==> src/rtl/router_pkg.sv <==
// Shared definitions for the packet router control path.
//   router_state_e : FSM state encoding used by router_fsm_nport
//   NUM_PORTS_MIN/MAX : legal range of the destination FIFO count
//   addr_width()   : header address field width for a given port count
package router_pkg;

    localparam int unsigned NUM_PORTS_MIN = 2;
    localparam int unsigned NUM_PORTS_MAX = 8;

    typedef enum logic [3:0] {
        StDecodeAddr,
        StLoadFirst,
        StLoadData,
        StLoadParity,
        StFifoFull,
        StLoadAfterFull,
        StCheckParity,
        StWaitEmpty,
        StDrop
    } router_state_e;

    // At least one address bit, even for two ports.
    function automatic int unsigned addr_width(input int unsigned n);
        return (n <= 2) ? 1 : $clog2(n);
    endfunction

endpackage

==> src/rtl/router_fsm_nport.sv <==
// Router control FSM for NUM_PORTS destination FIFOs.
// Decodes the packet header, steers the write enables through the payload,
// FIFO-full and parity phases, and drops packets addressed to absent ports.
// Ports:
//   clock, resetn        : clock, asynchronous active-low reset
//   pkt_valid            : source packet valid
//   data_in              : header address field (sampled only in decode)
//   parity_done          : parity byte captured
//   low_pkt_valid        : pkt_valid fell while the FIFO was full
//   fifo_full            : full flag of the selected FIFO
//   fifo_empty           : per-port empty flags
//   soft_reset           : per-port timeout soft resets
//   busy, detect_add, lfd_state, ld_state, laf_state, full_state,
//   write_enb_reg, rst_int_reg, drop_state : state decodes
//   sel_port             : latched destination port
module router_fsm_nport
    import router_pkg::*;
#(
    parameter int unsigned  NUM_PORTS = 3,
    localparam int unsigned ADDR_W    = addr_width(NUM_PORTS)
) (
    input  logic                 clock,
    input  logic                 resetn,
    input  logic                 pkt_valid,
    input  logic [ADDR_W-1:0]    data_in,
    input  logic                 parity_done,
    input  logic                 low_pkt_valid,
    input  logic                 fifo_full,
    input  logic [NUM_PORTS-1:0] fifo_empty,
    input  logic [NUM_PORTS-1:0] soft_reset,
    output logic                 busy,
    output logic                 detect_add,
    output logic                 lfd_state,
    output logic                 ld_state,
    output logic                 laf_state,
    output logic                 full_state,
    output logic                 write_enb_reg,
    output logic                 rst_int_reg,
    output logic                 drop_state,
    output logic [ADDR_W-1:0]    sel_port
);

    if (NUM_PORTS < NUM_PORTS_MIN || NUM_PORTS > NUM_PORTS_MAX) begin : g_num_ports_check
        $error("router_fsm_nport: NUM_PORTS out of range");
    end

    localparam int unsigned    SEL_SPAN   = 1 << ADDR_W;
    localparam logic [ADDR_W:0] PORT_LIMIT = (ADDR_W + 1)'(NUM_PORTS);

    router_state_e     state_q, state_d;
    logic [ADDR_W-1:0] sel_q, sel_d;

    // Flags padded to the full address span so any address indexes safely;
    // padding bits read as 0 (not empty, no soft reset).
    logic [SEL_SPAN-1:0] empty_ext;
    logic [SEL_SPAN-1:0] soft_ext;
    logic                addr_ok;
    logic                soft_hit;

    always_comb begin
        empty_ext                  = '0;
        empty_ext[NUM_PORTS-1:0]   = fifo_empty;
        soft_ext                   = '0;
        soft_ext[NUM_PORTS-1:0]    = soft_reset;
    end

    assign addr_ok  = {1'b0, data_in} < PORT_LIMIT;
    assign soft_hit = soft_ext[sel_q];

    // Next-state logic
    always_comb begin
        state_d = state_q;
        sel_d   = sel_q;
        unique case (state_q)
            StDecodeAddr: begin
                if (pkt_valid) begin
                    sel_d = data_in;
                    if (!addr_ok) begin
                        state_d = StDrop;
                    end else if (empty_ext[data_in]) begin
                        state_d = StLoadFirst;
                    end else begin
                        state_d = StWaitEmpty;
                    end
                end
            end
            StLoadFirst:  state_d = StLoadData;
            StLoadData: begin
                if (fifo_full) begin
                    state_d = StFifoFull;
                end else if (!pkt_valid) begin
                    state_d = StLoadParity;
                end
            end
            StFifoFull: begin
                if (!fifo_full) begin
                    state_d = StLoadAfterFull;
                end
            end
            StLoadAfterFull: begin
                if (parity_done) begin
                    state_d = StDecodeAddr;
                end else if (low_pkt_valid) begin
                    state_d = StLoadParity;
                end else begin
                    state_d = StLoadData;
                end
            end
            StLoadParity: state_d = StCheckParity;
            StCheckParity: state_d = fifo_full ? StFifoFull : StDecodeAddr;
            StWaitEmpty: begin
                if (empty_ext[sel_q]) begin
                    state_d = StLoadFirst;
                end
            end
            StDrop: begin
                if (!pkt_valid) begin
                    state_d = StDecodeAddr;
                end
            end
            default: state_d = StDecodeAddr;
        endcase

        // Timeout on the selected port abandons the packet from any active state.
        if (state_q != StDecodeAddr && soft_hit) begin
            state_d = StDecodeAddr;
        end
    end

    always_ff @(posedge clock or negedge resetn) begin
        if (!resetn) begin
            state_q <= StDecodeAddr;
            sel_q   <= '0;
        end else begin
            state_q <= state_d;
            sel_q   <= sel_d;
        end
    end

    // Moore output decodes
    always_comb begin
        detect_add    = (state_q == StDecodeAddr);
        lfd_state     = (state_q == StLoadFirst);
        ld_state      = (state_q == StLoadData);
        laf_state     = (state_q == StLoadAfterFull);
        full_state    = (state_q == StFifoFull);
        rst_int_reg   = (state_q == StCheckParity);
        drop_state    = (state_q == StDrop);
        write_enb_reg = (state_q == StLoadData) || (state_q == StLoadParity)
                     || (state_q == StLoadAfterFull);
        busy          = (state_q == StLoadFirst) || (state_q == StLoadParity)
                     || (state_q == StFifoFull) || (state_q == StLoadAfterFull)
                     || (state_q == StCheckParity) || (state_q == StWaitEmpty);
    end

    assign sel_port = sel_q;

endmodule

==> config.mk <==
export PLATFORM = sky130hd
export DESIGN_NAME = router_fsm_nport
export DESIGN_NICKNAME = d
export VERILOG_FILES = /design/src/rtl/router_pkg.sv /design/src/rtl/router_fsm_nport.sv
export SDC_FILE = /design/constraint.sdc
export NUM_CORES = 1
export LEC_CHECK = 0
export CORE_MARGIN = 2
export CORE_UTILIZATION = 41
export CTS_BUF_LIST = sky130_fd_sc_hd__clkbuf_16
export CTS_CLUSTER_SIZE = 20
export DETAILED_ROUTE_END_ITERATION = 6
export PLACE_DENSITY = 0.78
export SYNTH_ARGS = -nofsm -noshare
export SYNTH_HDL_FRONTEND = slang
export SYNTH_SLANG_ARGS = --single-unit
==> constraint.sdc <==
create_clock -name clock -period 1.8 [get_ports clock]
set_input_delay 0.18 -clock clock [delete_from_list [all_inputs] [get_ports clock]]
set_output_delay 0.18 -clock clock [all_outputs]
set_load 0.05 [all_outputs]
Word-level counts from Yosys, hierarchy flattened
Cells that the tools add are included.
{"block": "word_totals", "ff_bits": 6, "input_bits": 14, "out_inout_bits": 11, "elab_cells": 49}
{"block": "classes", "order_cmp": 3, "eq_ne": 13, "n_mux": 19, "n_reduce_logical": 12}
{"cell": "4-bit one-hot mux with 9 select lines", "n": 1}
{"cell": "4-bit 2-to-1 mux", "n": 8}
{"cell": "4-bit by 3-bit equality test with 1-bit output, second input constant", "n": 4}
{"cell": "3-bit by 2-bit != test with 1-bit output, second input constant", "n": 3}
{"cell": "4-bit by 2-bit equality test with 1-bit output, second input constant", "n": 2}
{"cell": "1-bit logical OR", "n": 7}
{"cell": "1-bit binary-select mux with 2-bit select", "n": 3}
{"cell": "2-bit by 3-bit < comparator with 1-bit output, second input constant", "n": 2}
{"cell": "3-bit 2-to-1 mux", "n": 2}
{"cell": "5-bit AND reduction", "n": 1}
{"cell": "4-bit by 1-bit equality test with 1-bit output, second input constant", "n": 1}
{"cell": "4-bit equality test, second input constant", "n": 1}
{"cell": "4-bit zero test", "n": 1}
{"cell": "1-bit 2-to-1 mux", "n": 4}
{"cell": "4-bit by 3-bit != test with 1-bit output, second input constant", "n": 1}
{"cell": "4-bit nonzero test", "n": 1}
{"cell": "3-bit != test, second input constant", "n": 1}
{"cell": "2-bit < comparator, second input constant", "n": 1}
{"cell": "2-bit 2-to-1 mux", "n": 1}
{"cell": "2-bit AND reduction", "n": 1}
{"cell": "1-bit logical AND", "n": 1}

Depth between registers and ports, before layout
{"block": "logic_depth", "ltp_word": 7, "depth_mapped": 6, "depth_no_buf": 5}

Least setup slack after synthesis
No wires, ideal clock.
{"block": "synth_timing", "path_kind": "reg2out", "startpoint": "reg state_q[1]", "endpoint": "out drop_state", "arrival_time_ps": 2318, "t_required_ps": 1620, "setup_slack_ps": -698, "path_stages_with_launch": 4, "n_path_buf": 2, "path_cell_list": "dfrtp_1 -> buf_4 -> clkbuf_1 -> nor4b_1"}
{"block": "synth_between", "elab_chain_cells": 1}
{"item": "start: declaration", "line_no": "router_fsm_nport.sv:50", "text": "router_state_e state_q, state_d;"}
{"item": "start signal: assignment", "line_no": "router_fsm_nport.sv:132", "text": "state_q <= StDecodeAddr;"}
{"item": "start signal: assignment", "line_no": "router_fsm_nport.sv:135", "text": "state_q <= state_d;"}
{"item": "4-bit equality test", "line_no": "router_fsm_nport.sv:148", "text": "drop_state = (state_q == StDrop);"}
{"item": "end: declaration", "line_no": "router_fsm_nport.sv:39", "text": "output logic drop_state,"}
No other way between the ends.

Final worst setup path
{"block": "layout_timing", "startpoint": "reg state_q[3]", "endpoint": "out rst_int_reg"}
{"block": "layout_between", "elab_chain_cells": 1}
{"item": "4-bit by 3-bit equality test with 1-bit output", "line_no": "router_fsm_nport.sv:147", "text": "rst_int_reg = (state_q == StCheckParity);"}
{"item": "end: declaration", "line_no": "router_fsm_nport.sv:38", "text": "output logic rst_int_reg,"}
No other way between the ends.

==> load_flow_metrics.sql <==
INSERT INTO impl_metrics (metric_group, metric, value, unit) VALUES
('status', 'outcome', 'completed', ''),
('clocking', 'clk_root_buffer_cell', 'sky130_fd_sc_hd__clkbuf_16', ''),
('clocking', 'cts.repair_timing.setup_buffer_count', '0', ''),
('placement', 'dpl_worst_slack', '0.04589', 'ns'),
('global_route', 'largest_net_degree_at_the_start_of_global_routing', '16', ''),
('setup_path', 'cp.buffers_inverters', '2', ''),
('power_and_ir_drop', 'p_per_area', '2080', 'nW/um2'),
('clocking', 'post_cts_resize_count', '0', ''),
('clocking', 'hold_buffers', '0', ''),
('route', 'drc_errors', '0', ''),
('power_and_ir_drop', 'design_power_total', '2165', 'uW'),
('clocking', 'cts.clk_slew.worst_paths', '0.03', 'ns'),
('clocking', 'worstSkewPairLatency', '0.23', 'ns'),
('synth', 'synth_edf_count', '0', ''),
('floorplanning', 'core_region_area', '1318', 'um2'),
('global_route', 'grt-ovfl-total', '0', ''),
('timing', 'max_freq', '0.6089', 'GHz'),
('layout', 'layout_commonest_cell', 'sky130_fd_sc_hd__clkdlybuf4s50_1', ''),
('layout', 'fin_util', '79.01', '%'),
('clocking', 'clock_sinks', '6', ''),
('placement', 'place.port_buffers', '24', ''),
('synth', 'synthCells', '74', ''),
('job', 'max-cap-violations', '0', ''),
('timing', 'timing.final.crit_share', '91.25', '%'),
('route', 'antenna_violating_nets_post_route', '0', ''),
('setup_path', 'timing.critical_path.slowest_cell_delay', '0.38', 'ns'),
('global_route', 'grt_pass1_vias', '686', ''),
('global_route', 'grt_first_pass_wirelength', '3215', 'um'),
('floorplanning', 'design.portCount', '25', ''),
('setup_path', 'type_of_destination_of_the_critical_path', 'output pin', ''),
('layout', 'most-common-layout-cells', 'sky130_fd_sc_hd__clkdlybuf4s50_1 (13), sky130_fd_sc_hd__nor2_1 (10), sky130_fd_sc_hd__buf_12 (9)', ''),
('worst_hold_path', 'holdCritPathClass', 'primary input to async pin', ''),
('layout', 'antennaDiodeCount', '0', ''),
('floorplanning', 'dieHeight', '41.95', 'um'),
('floorplanning', 'design.die.area', '1760', 'um2'),
('route', 'detail_route.first_pass.iterations', '4', ''),
('synth', 'postSynth.topFlopCell', 'sky130_fd_sc_hd__dfrtp_1', ''),
('timing', 'layout_setup_ws', '0.1576', 'ns'),
('setup_path', 'critPathLaunchType', 'flop', ''),
('setup_path', 'cp.depth', '4', ''),
('synth', 'postSynthRegisterBits', '6', ''),
('timing', 'min_cycle_time_layout', '1.642', 'ns'),
('clocking', 'tritoncts', 'yes', ''),
('clocking', 'clock_path_buffers', '2', ''),
('setup_path', 'cp_data_arrival_time', '1.46', 'ns'),
('setup_path', 'cp.required', '1.62', 'ns'),
('timing', 'worstMarginPinSlew', '0.3387', 'ns'),
('timing', 'worst_clock_skew', '0.001961', 'ns'),
('clocking', 'cts_max_level', '1', ''),
('timing', 'finalSetupViolations', '0', ''),
('placement', 'place_hpwl', '1356', 'um'),
('timing', 'whs', '0.1932', 'ns'),
('placement', 'routabilityCongestion', '0.7843', ''),
('setup_path', 'rr_worst_depth', '6', ''),
('route', 'route.vias.total', '672', ''),
('timing', 'hold_viol', '0', ''),
('synth', 'seq_area_frac_synth', '25.42', '%'),
('floorplanning', 'initial_core_util', '44.82', '%'),
('synth', 'syn_area', '590.6', 'um2'),
('synth', 'async_flop_share', '100.0', '%'),
('route', 'detail_route.wirelength', '1784', 'um'),
('synth', 'syn_area_per_cell', '7.981', 'um2'),
('global_route', 'antenna_found_initial', '0', ''),
('global_route', 'grt_use_total', '23.46', '%'),
('setup_path', 'path_max_fanout', '11', ''),
('floorplanning', 'chipWidth', '41.95', 'um'),
('synth', 'synthesis.yosys.warnings', '0', ''),
('power_and_ir_drop', 'ir_drop', '0.001038', 'V'),
('setup_path', 'timing.critical_path.max_delay_family', 'simple AND/OR/NAND/NOR gates', ''),
('layout', 'area.growth.synth_to_final', '76.27', '%'),
('clocking', 'clock_buffer_count_from_cts', '3', '');
power by group:
group | internal (uW) | switching (uW) | total (uW)
logic | 685 | 850 | 1530
clock network | 285 | 70.9 | 356
registers | 195 | 79.7 | 275
total | 1160 | 1000 | 2170
metrics by stage:
stage          instances  setup TNS (ns)  area (um2)
2_1_floorplan         74        -0.01352       615.6
3_3_place_gp         112               0       965.9
3_5_place_dp         112               0       965.9
4_1_cts              115               0        1041
5_1_grt              115               0        1041
6_report             115               0        1041
cell type report:
class / instances / area (um2)
Multi-Input combinational cell: 60 / 430.4
Tap cell: 15 / 18.77
Inverter: 3 / 11.26
Fill cell: 96 / 276.5
Timing Repair Buffer: 28 / 355.3
Sequential cell: 6 / 150.1
Clock buffer: 3 / 75.07
flip-flops by register name, summed over array words and instances (netlist names):
| name | flops |
|---|---|
| state_q | 4 |
| sel_port | 2 |
kinds of logic (layout without fill, tap and decap cells):
kind of cell           count (synthesis)  after routing  share of synthesized area (%)
multiplexers                           8              8                          15.25
flip-flops                             6              6                          25.42
buffers and inverters                  8             34                          5.932
AND/OR/NAND/NOR                       33             33                          30.51
AO/OA/AOI/OAI                         19             19                          22.88
per-layer routing:
layer  vias to the layer above  wire [um]  track usage (%)
met5                         -          0                0
met4                         0         19            8.387
met3                         2         75            3.913
met2                        26        948            38.44
met1                       318        741            30.63
li1                        326          -                -
path summary, 6_finish.rpt:
path,from,end,slack [ns]
max reg2reg,state_q[3],state_q[1],0.17
max,state_q[3],rst_int_reg,0.16
max in group asynchronous,resetn,sel_port[1],1.40
min,resetn,state_q[0],0.19
min in group clock,data_in[0],state_q[3],0.66
min reg2reg,sel_port[1],sel_port[1],0.70
Yosys cell counts (2+ instances only):
cell / count / area share, %
sky130_fd_sc_hd__nor2_1: 10 / 6.4
sky130_fd_sc_hd__dfrtp_1: 6 / 25
sky130_fd_sc_hd__mux2i_1: 6 / 10
sky130_fd_sc_hd__nand2b_1: 5 / 5.3
sky130_fd_sc_hd__nor3_1: 5 / 4.2
sky130_fd_sc_hd__a21oi_1: 4 / 3.4
sky130_fd_sc_hd__clkbuf_1: 3 / 1.9
sky130_fd_sc_hd__nand2_1: 3 / 1.9
sky130_fd_sc_hd__nand3b_1: 3 / 3.8
sky130_fd_sc_hd__a21o_1: 2 / 2.5
sky130_fd_sc_hd__a221oi_1: 2 / 3.0
sky130_fd_sc_hd__inv_1: 2 / 1.3
sky130_fd_sc_hd__mux2_4: 2 / 5.1
sky130_fd_sc_hd__nor3b_1: 2 / 2.5
sky130_fd_sc_hd__o21bai_1: 2 / 2.5
worst reg2reg max path, stage by stage (launching register included):
cell,delay [ns]
sky130_fd_sc_hd__dfrtp_1,0.38
sky130_fd_sc_hd__buf_4,0.19
sky130_fd_sc_hd__nand2b_1,0.26
sky130_fd_sc_hd__nor3_1,0.19
sky130_fd_sc_hd__o21bai_1,0.14
sky130_fd_sc_hd__o21ai_1,0.17
sky130_fd_sc_hd__mux2i_1,0.23
Power figures use the tool's default switching activity.
